## config.mk

```make
export PLATFORM = sky130hd
export DESIGN_NAME = pll_bringup_seq
export DESIGN_NICKNAME = d
export VERILOG_FILES = /design/src/rtl/pll_bringup_seq.sv
export SDC_FILE = /design/constraint.sdc
export NUM_CORES = 1
export LEC_CHECK = 0
export ABC_AREA = 1
export CORE_AREA = 2 2 406 408
export DETAILED_ROUTE_END_ITERATION = 10
export DIE_AREA = 0 0 408 410
export SYNTH_ARGS = -nofsm -noshare
export SYNTH_HDL_FRONTEND = slang
export SYNTH_SLANG_ARGS = --single-unit
export TNS_END_PERCENT = 30
```

## constraint.sdc

```tcl
create_clock -name clk -period 7.3 [get_ports clk]
set_input_delay 1.46 -clock clk [delete_from_list [all_inputs] [get_ports clk]]
set_output_delay 1.46 -clock clk [all_outputs]
set_load 0.02 [all_outputs]
```

## src/rtl/pll_bringup_seq.sv

```systemverilog
// PLL power-up sequencer: replays each captured config word as LDO-on, settle, PLL-on, then supervises lock.
// Optional build macro PLL_SEQ_RETRY_EN: a failed lock attempt is retried up to 3 times before timeout_o is raised.
module pll_bringup_seq #(
   parameter int DATA_WIDTH       = 512,
   parameter int LDO_EN_BIT       = 1,
   parameter int PLLEN_BIT        = 2,
   parameter int SETTLE_CYC       = 64,
   parameter int LOCK_TIMEOUT_CYC = 4096,
   parameter int LOCK_STABLE_CYC  = 16
) (
   input  logic                  clk,
   input  logic                  rst_n,
   input  logic                  cfg_valid_i,
   input  logic [DATA_WIDTH-1:0] cfg_data_i,
   input  logic                  lock_i,
   output logic                  cfg_valid_o,
   output logic [DATA_WIDTH-1:0] cfg_data_o,
   output logic                  busy_o,
   output logic                  locked_o,
   output logic                  timeout_o,
   output logic [2:0]            state_o
);

   // Handshake: cfg_valid_i and cfg_valid_o are single-cycle pulses with no ready/backpressure;
   // data is sampled only in the pulse cycle, and cfg_data_o holds its value between pulses.

   localparam int MAX_AB = (SETTLE_CYC > LOCK_TIMEOUT_CYC) ? SETTLE_CYC : LOCK_TIMEOUT_CYC;
   localparam int MAX_C  = (MAX_AB > LOCK_STABLE_CYC) ? MAX_AB : LOCK_STABLE_CYC;
   localparam int CW     = $clog2(MAX_C + 1);

   localparam logic [CW-1:0] CNT_MAX     = {CW{1'b1}};
   localparam logic [CW-1:0] SETTLE_LAST = CW'(SETTLE_CYC - 1);
   localparam logic [CW-1:0] TIMEOUT_LIM = CW'(LOCK_TIMEOUT_CYC);
   localparam logic [CW-1:0] STABLE_LIM  = CW'(LOCK_STABLE_CYC);

   localparam logic [2:0] ST_IDLE      = 3'd0;
   localparam logic [2:0] ST_DIRECT    = 3'd1;
   localparam logic [2:0] ST_APPLY0    = 3'd2;
   localparam logic [2:0] ST_SETTLE    = 3'd3;
   localparam logic [2:0] ST_APPLY1    = 3'd4;
   localparam logic [2:0] ST_LOCK_WAIT = 3'd5;
   localparam logic [2:0] ST_LOCKED    = 3'd6;
   localparam logic [2:0] ST_FAIL      = 3'd7;

   logic [2:0]            state_q, state_d;
   logic [DATA_WIDTH-1:0] shadow_q, shadow_d;
   logic [CW-1:0]         cnt_q, cnt_d;
   logic [CW-1:0]         stab_q, stab_d, stab_inc;
   logic                  valid_q, valid_d;
   logic [DATA_WIDTH-1:0] data_q, data_d;
   logic                  busy_q, busy_d;
   logic                  locked_q, locked_d;
   logic                  timeout_q, timeout_d;
   logic                  lock_meta_q, lock_s_q;
   logic [DATA_WIDTH-1:0] word_a0, word_off;
`ifdef PLL_SEQ_RETRY_EN
   logic [1:0]            retry_q, retry_d;
`endif

   assign shadow_d = cfg_valid_i ? cfg_data_i : shadow_q;

   always_comb begin
      word_a0             = shadow_d;
      word_a0[LDO_EN_BIT] = 1'b1;
      word_a0[PLLEN_BIT]  = 1'b0;
      word_off            = shadow_d;
      word_off[PLLEN_BIT] = 1'b0;
   end

   assign stab_inc = (stab_q == CNT_MAX) ? stab_q : stab_q + 1'b1;

   always_comb begin
      state_d   = state_q;
      cnt_d     = cnt_q;
      stab_d    = stab_q;
      valid_d   = 1'b0;
      data_d    = data_q;
      timeout_d = timeout_q;
`ifdef PLL_SEQ_RETRY_EN
      retry_d   = retry_q;
`endif
      // A new word in any state restarts the sequence and replaces any pulse due this cycle.
      if (cfg_valid_i) begin
         timeout_d = 1'b0;
         cnt_d     = '0;
         stab_d    = '0;
         valid_d   = 1'b1;
`ifdef PLL_SEQ_RETRY_EN
         retry_d   = 2'd0;
`endif
         if (cfg_data_i[PLLEN_BIT]) begin
            state_d = ST_APPLY0;
            data_d  = word_a0;
         end else begin
            state_d = ST_DIRECT;
            data_d  = cfg_data_i;
         end
      end else begin
         case (state_q)
            ST_IDLE: ;
            ST_DIRECT: state_d = ST_IDLE;
            ST_APPLY0: begin
               state_d = ST_SETTLE;
               cnt_d   = '0;
            end
            ST_SETTLE: begin
               if (cnt_q == SETTLE_LAST) begin
                  state_d = ST_APPLY1;
                  valid_d = 1'b1;
                  data_d  = shadow_q;
               end else if (cnt_q != CNT_MAX) begin
                  cnt_d = cnt_q + 1'b1;
               end
            end
            ST_APPLY1: begin
               state_d = ST_LOCK_WAIT;
               cnt_d   = '0;
               stab_d  = '0;
            end
            ST_LOCK_WAIT: begin
               stab_d = lock_s_q ? stab_inc : '0;
               // Lock is tested first so it wins a tie with the timeout.
               if (stab_d >= STABLE_LIM) begin
                  state_d = ST_LOCKED;
`ifdef PLL_SEQ_RETRY_EN
                  retry_d = 2'd0;
`endif
               end else if (cnt_q >= TIMEOUT_LIM) begin
                  state_d = ST_FAIL;
                  valid_d = 1'b1;
                  data_d  = word_off;
`ifdef PLL_SEQ_RETRY_EN
                  timeout_d = (retry_q == 2'd3);
`else
                  timeout_d = 1'b1;
`endif
               end else if (cnt_q != CNT_MAX) begin
                  cnt_d = cnt_q + 1'b1;
               end
            end
            ST_LOCKED: ;
            ST_FAIL: begin
`ifdef PLL_SEQ_RETRY_EN
               if (retry_q != 2'd3) begin
                  retry_d = retry_q + 2'd1;
                  state_d = ST_APPLY0;
                  valid_d = 1'b1;
                  data_d  = word_a0;
               end else begin
                  state_d = ST_IDLE;
               end
`else
               state_d = ST_IDLE;
`endif
            end
            default: state_d = ST_IDLE;
         endcase
      end
   end

   assign busy_d   = (state_d != ST_IDLE) && (state_d != ST_LOCKED);
   // lock_meta_q is next cycle's lock_s, so locked_o tracks lock_s in the same cycle.
   assign locked_d = (state_d == ST_LOCKED) && lock_meta_q;

   always_ff @(posedge clk or negedge rst_n) begin
      if (!rst_n) begin
         state_q     <= ST_IDLE;
         shadow_q    <= '0;
         cnt_q       <= '0;
         stab_q      <= '0;
         valid_q     <= 1'b0;
         data_q      <= '0;
         busy_q      <= 1'b0;
         locked_q    <= 1'b0;
         timeout_q   <= 1'b0;
         lock_meta_q <= 1'b0;
         lock_s_q    <= 1'b0;
      end else begin
         state_q     <= state_d;
         shadow_q    <= shadow_d;
         cnt_q       <= cnt_d;
         stab_q      <= stab_d;
         valid_q     <= valid_d;
         data_q      <= data_d;
         busy_q      <= busy_d;
         locked_q    <= locked_d;
         timeout_q   <= timeout_d;
         lock_meta_q <= lock_i;
         lock_s_q    <= lock_meta_q;
      end
   end

`ifdef PLL_SEQ_RETRY_EN
   always_ff @(posedge clk or negedge rst_n) begin
      if (!rst_n) retry_q <= 2'd0;
      else        retry_q <= retry_d;
   end
`endif

   assign cfg_valid_o = valid_q;
   assign cfg_data_o  = data_q;
   assign busy_o      = busy_q;
   assign locked_o    = locked_q;
   assign timeout_o   = timeout_q;
   assign state_o     = state_q;

endmodule
```

==> impl.org <==
** Run status
- Outcome :: complete, no violations

** Clocking
- Clock Tree Buf Depth :: 3
- In this run the number of H-tree levels came out at 3.
- Post-CTS Resized :: 0
- # Post-CTS Setup Buffers :: 0
- TritonCTS built the clock tree.
- The clock drives 1059 sinks.
- Buffers inserted during clock tree synthesis total 116.
- Number of hold-repair buffers added at the cts stage :: 0
- Clock insertion delay at the later pin of the skew report :: 0.75 ns
- Clock Tree Root :: sky130_fd_sc_hd__clkbuf_16
- Clock transition time at the flip-flop clock pins of the worst setup and hold paths :: 0.06 ns

** Worst setup path
- By startpoint and endpoint, the worst setup path is classified as reg -> reg.
- Reg-to-Reg Start :: stab_q[0]$_DFFE_PN0P_
- Worst R2R End :: cfg_data_o[240]$_DFFE_PN0P_
- CP arrival :: 4.15 ns
- Traced cell by cell, the critical path runs through ha_1, inv_1, nor2_1, nand2_1, inv_2, nand2_2, nand3_1, nand2_1, nand2_1, nor2_4, nand3_2, nand2_2, nand2_2, inv_8, buf_4, nor2_1, a31oi_1.
- Slowest stage delay, CP :: 0.63 ns
- Highest-delay cell along the critical path :: sky130_fd_sc_hd__buf_4
- The worst setup path is launched from a flip-flop.
- Reg2Reg Depth :: 17
- Buf+Inv Stages, Crit Path :: 4
- The worst setup path is captured at a flip-flop.
- Critical path data required time :: 7.91 ns
- Reg2reg setup slack :: 3.76 ns
- Grouping stages by cell kind, the critical path spends the most delay in buffers and inverters.
- Crit path max fanout :: 112

** Min path
- The path class of the tightest hold or removal check is reg -> reg.
- Capture endpoint of the worst hold path :: lock_s_q$_DFF_PN0_
- Worst hold path cell count :: 0
- Hold path start :: lock_meta_q$_DFF_PN0_

** Logic synthesis
- The synthesized-area fraction occupied by ao, oa, aoi and oai cells is 0.08674.
- EDFF count, synth :: 0
- Of the post-synthesis cell area, the dominant cell type holds 0.6651.
- The commonest cells after synthesis are sky130_fd_sc_hd__nand2_1 (1623), sky130_fd_sc_hd__dfrtp_1 (1059), sky130_fd_sc_hd__nor2_1 (541).
- Simple logic cell fraction of the synthesized area :: 0.2121
- The share of the Yosys chip area taken by registers is 0.6651.
- When the netlist entered floorplanning its net count stood at 4640.
- The synthesized netlist occupies a cell area of 39840 µm².
- By instance count, the leading cell after synthesis is sky130_fd_sc_hd__nand2_1.
- Ranking of synthesized cells by area :: sky130_fd_sc_hd__dfrtp_1 (67%), sky130_fd_sc_hd__nand2_1 (15%), sky130_fd_sc_hd__a31oi_1 (8.0%)
- Number of distinct library cells after synthesis :: 35
- The synthesized design spends more area on one cell type than any other, namely sky130_fd_sc_hd__dfrtp_1.
- Mapped Avg Cell Area :: 9.668 µm²
- Gate Count Post-Synth :: 4121
- Of the post-synthesis cell area, the part taken by muxes is 0.
- The synthesized design contains 1059 register bits.
- Combinational family with the most area after synthesis :: simple AND/OR/NAND/NOR gates
- Warning count from the yosys run :: 0
- Of the total synthesized cell area, the portion taken by full adders, half adders and majority gates is 0.0009421.
- Synth Area in XOR/XNOR :: 0.0008793
- Ys async rst share :: 1.000
- For this run, the leading register cell type out of synthesis is sky130_fd_sc_hd__dfrtp_1.

** Route
- Via count :: 32620
- Routed wire length per instance :: 18.26 µm
- Summed over all layers, the routed wires come to 134.6 mm.
- Once detail routing completed, the nets flagged for antenna violations numbered 0.
- For this block, the initial DRC count from the detailed router was 2611.
- Post-DR vias/cell :: 4.427
- DR DRC count :: 0
- DR pass1 iterations :: 5

** Placement
- Worst slack, placed :: 3.103 ns
- In this run the tool buffered the top-level ports with 1034 buffer cells.
- Summing all placed instances gives a cell area of 52210 µm².
- Routability-driven placement finished with a final weighted congestion of 0.8514.
- Post-detailed-placement half-perimeter wirelength :: 95.02 mm

** GRT
- For met1 alone, demand over resource in global routing was 0.1953.
- In the global route stage, overall resource usage came out at 0.1564.
- In the global route stage, met2 resource usage came out at 0.2572.
- Congestion Overflow GR :: 0
- Pin count of the biggest net entering global routing :: 192
- Gr busiest metal :: met2
- For this run, global-route usage on met3 was measured as 0.05008.
- The initial antenna violation count was 30.
- The number of global-route vias before repair is 32210.
- First-pass GRT wire length :: 202.9 mm

** Floorplanning
- The floorplan step set the die width to 408 µm.
- Chip height :: 410 µm
- Number of cell rows :: 149
- Initial standard-cell utilization of the core :: 0.2437
- 1035 I/O pins were placed.
- Total Die Area :: 167300 µm²
- Area inside the core boundary :: 163500 µm²

** Power
- Power per standard cell area :: 286.2 nW/µm²
- IR analysis of the VDD net gives a maximum drop of 177.1 µV.
- Summed over all cells, the static leakage comes to 25.55 nW.

** Timing
- Tcrit/Tclk final :: 0.4849
- Based on the critical path, the design can be clocked at up to 282.5 MHz.
- Adding up every negative setup slack in the final design gives 0 ns.
- The max-slew violation count came to 0.
- Subtracting the final worst setup slack from the clock period gives 3.539 ns.
- Setup violations remaining at the end of the flow were counted as 0.
- Clock skew after layout :: 0.04681 ns
- Headroom to the max-slew limit came out at 0.01903.
- The hold violation total from the final report came to 0.
- Final critical-path setup slack :: 3.761 ns
- At the pin with the least slew margin, the transition time is 1.471 ns.
- Setup repair after global routing left no endpoint under its margin.

** Final layout
- Area grow syn2layout :: 40.82%
- Of the cells placed in the final design, the portion with a size suffix greater than 1 is 0.04676.
- Final instance area :: 56110 µm²
- Final-stage net count :: 5598

** Flow run
- The tool flagged a number of max-cap violations equal to 0.
## kinds of logic (layout without fill, tap and decap cells)
logic type | count (synthesis) | count (layout)
DFF | 1059 | 1059
other | 0 | 5
AOI/OAI and AO/OA | 559 | 559
buffers and inverters | 276 | 1330
adders and majority gates | 3 | 3
xor gates and xnor gates | 4 | 4
and+or+nand+nor | 2220 | 2220
## how the worst max path moves through the flow
| stage | startpoint | to | slack (ns) | cells after the start |
|---|---|---|---|---|
| after floorplan | cfg_valid_i | cfg_data_o[429]$_DFFE_PN0P_ | 4.52 | 6 |
| after global placement | cfg_valid_i | cfg_data_o[434]$_DFFE_PN0P_ | 3.15 | 6 |
| after detailed placement | cfg_valid_i | cfg_data_o[466]$_DFFE_PN0P_ | 3.10 | 6 |
| after CTS | state_o[1]$_DFF_PN0_ | state_o[1] | 3.63 | 1 |
| after global routing | stab_q[0]$_DFFE_PN0P_ | cfg_data_o[472]$_DFFE_PN0P_ | 3.31 | 14 |
| final | stab_q[0]$_DFFE_PN0P_ | cfg_data_o[240]$_DFFE_PN0P_ | 3.76 | 17 |
## flip-flops by register name, indices dropped and copies added (netlist names), 3 cells and up
register	count
cnt_q	13
state_o	3
stab_q	13
shadow_q	512
cfg_data_o	512
## through the flow
stage | hold slack (ns) | power (W) | util | cells
after floorplan | 0.3537 | 0.008447 | - | 4121
after global placement | 0.3632 | 0.01023 | 0.3193 | 7150
after detailed placement | 0.3682 | 0.01028 | 0.3193 | 7150
after CTS | 0.3858 | 0.01628 | 0.3431 | 7364
after global routing | 0.4048 | 0.01681 | 0.3431 | 7366
final | 0.3806 | 0.01606 | 0.3432 | 7369
## metal layers
layer | up-vias | share of wire | wire length [µm]
met1 | 15990 | 0.42 | 56050
li1 | 15390 | - | -
met5 | - | 0.0024 | 325
met4 | 48 | 0.025 | 3301
met3 | 213 | 0.078 | 10430
met2 | 984 | 0.48 | 64450
## area by class of cell
cell class | count | area [µm²]
antenna | 5 | 12.51
clock buffer | 173 | 3427
clock inverter | 41 | 461.7
fill | 16720 | 107400
inverter | 44 | 180.2
multi-input combinational | 2786 | 11980
sequential | 1059 | 26500
tap | 2189 | 2739
timing repair buffer | 1072 | 10810
## power breakdown
| part | total [W] | switching, W | internal [W] |
|---|---|---|---|
| Sequential | 0.00694 | 0.000360 | 0.00658 |
| Combinational | 0.00321 | 0.00183 | 0.00138 |
| Clock | 0.00591 | 0.00248 | 0.00343 |
## cells in the final DEF, fill, tap and decap left out, types with 4 or more instances in the layout
master                            netlist  layout
sky130_fd_sc_hd__a21oi_1               12      12
sky130_fd_sc_hd__a31oi_1              510     510
sky130_fd_sc_hd__buf_12                 1      13
sky130_fd_sc_hd__buf_4                 21      25
sky130_fd_sc_hd__bufinv_16              0       5
sky130_fd_sc_hd__clkbuf_1             116      26
sky130_fd_sc_hd__clkbuf_16              0     116
sky130_fd_sc_hd__clkbuf_8               0      31
sky130_fd_sc_hd__clkdlybuf4s50_1        0    1032
sky130_fd_sc_hd__clkinv_16              0       4
sky130_fd_sc_hd__clkinv_2               0      23
sky130_fd_sc_hd__clkinvlp_4             0       4
sky130_fd_sc_hd__dfrtp_1             1059    1059
sky130_fd_sc_hd__diode_2                0       5
sky130_fd_sc_hd__inv_1                 40      40
sky130_fd_sc_hd__inv_6                  0       4
sky130_fd_sc_hd__nand2_1             1623    1623
sky130_fd_sc_hd__nand2_2                4       4
sky130_fd_sc_hd__nand3_1               28      28
sky130_fd_sc_hd__nand4_1               11      11
sky130_fd_sc_hd__nor2_1               541     541
sky130_fd_sc_hd__o21ai_0               23      23
sky130_fd_sc_hd__o21ai_1                5       5
sky130_fd_sc_hd__xor2_1                 4       4
Power figures use the tool's default switching activity.
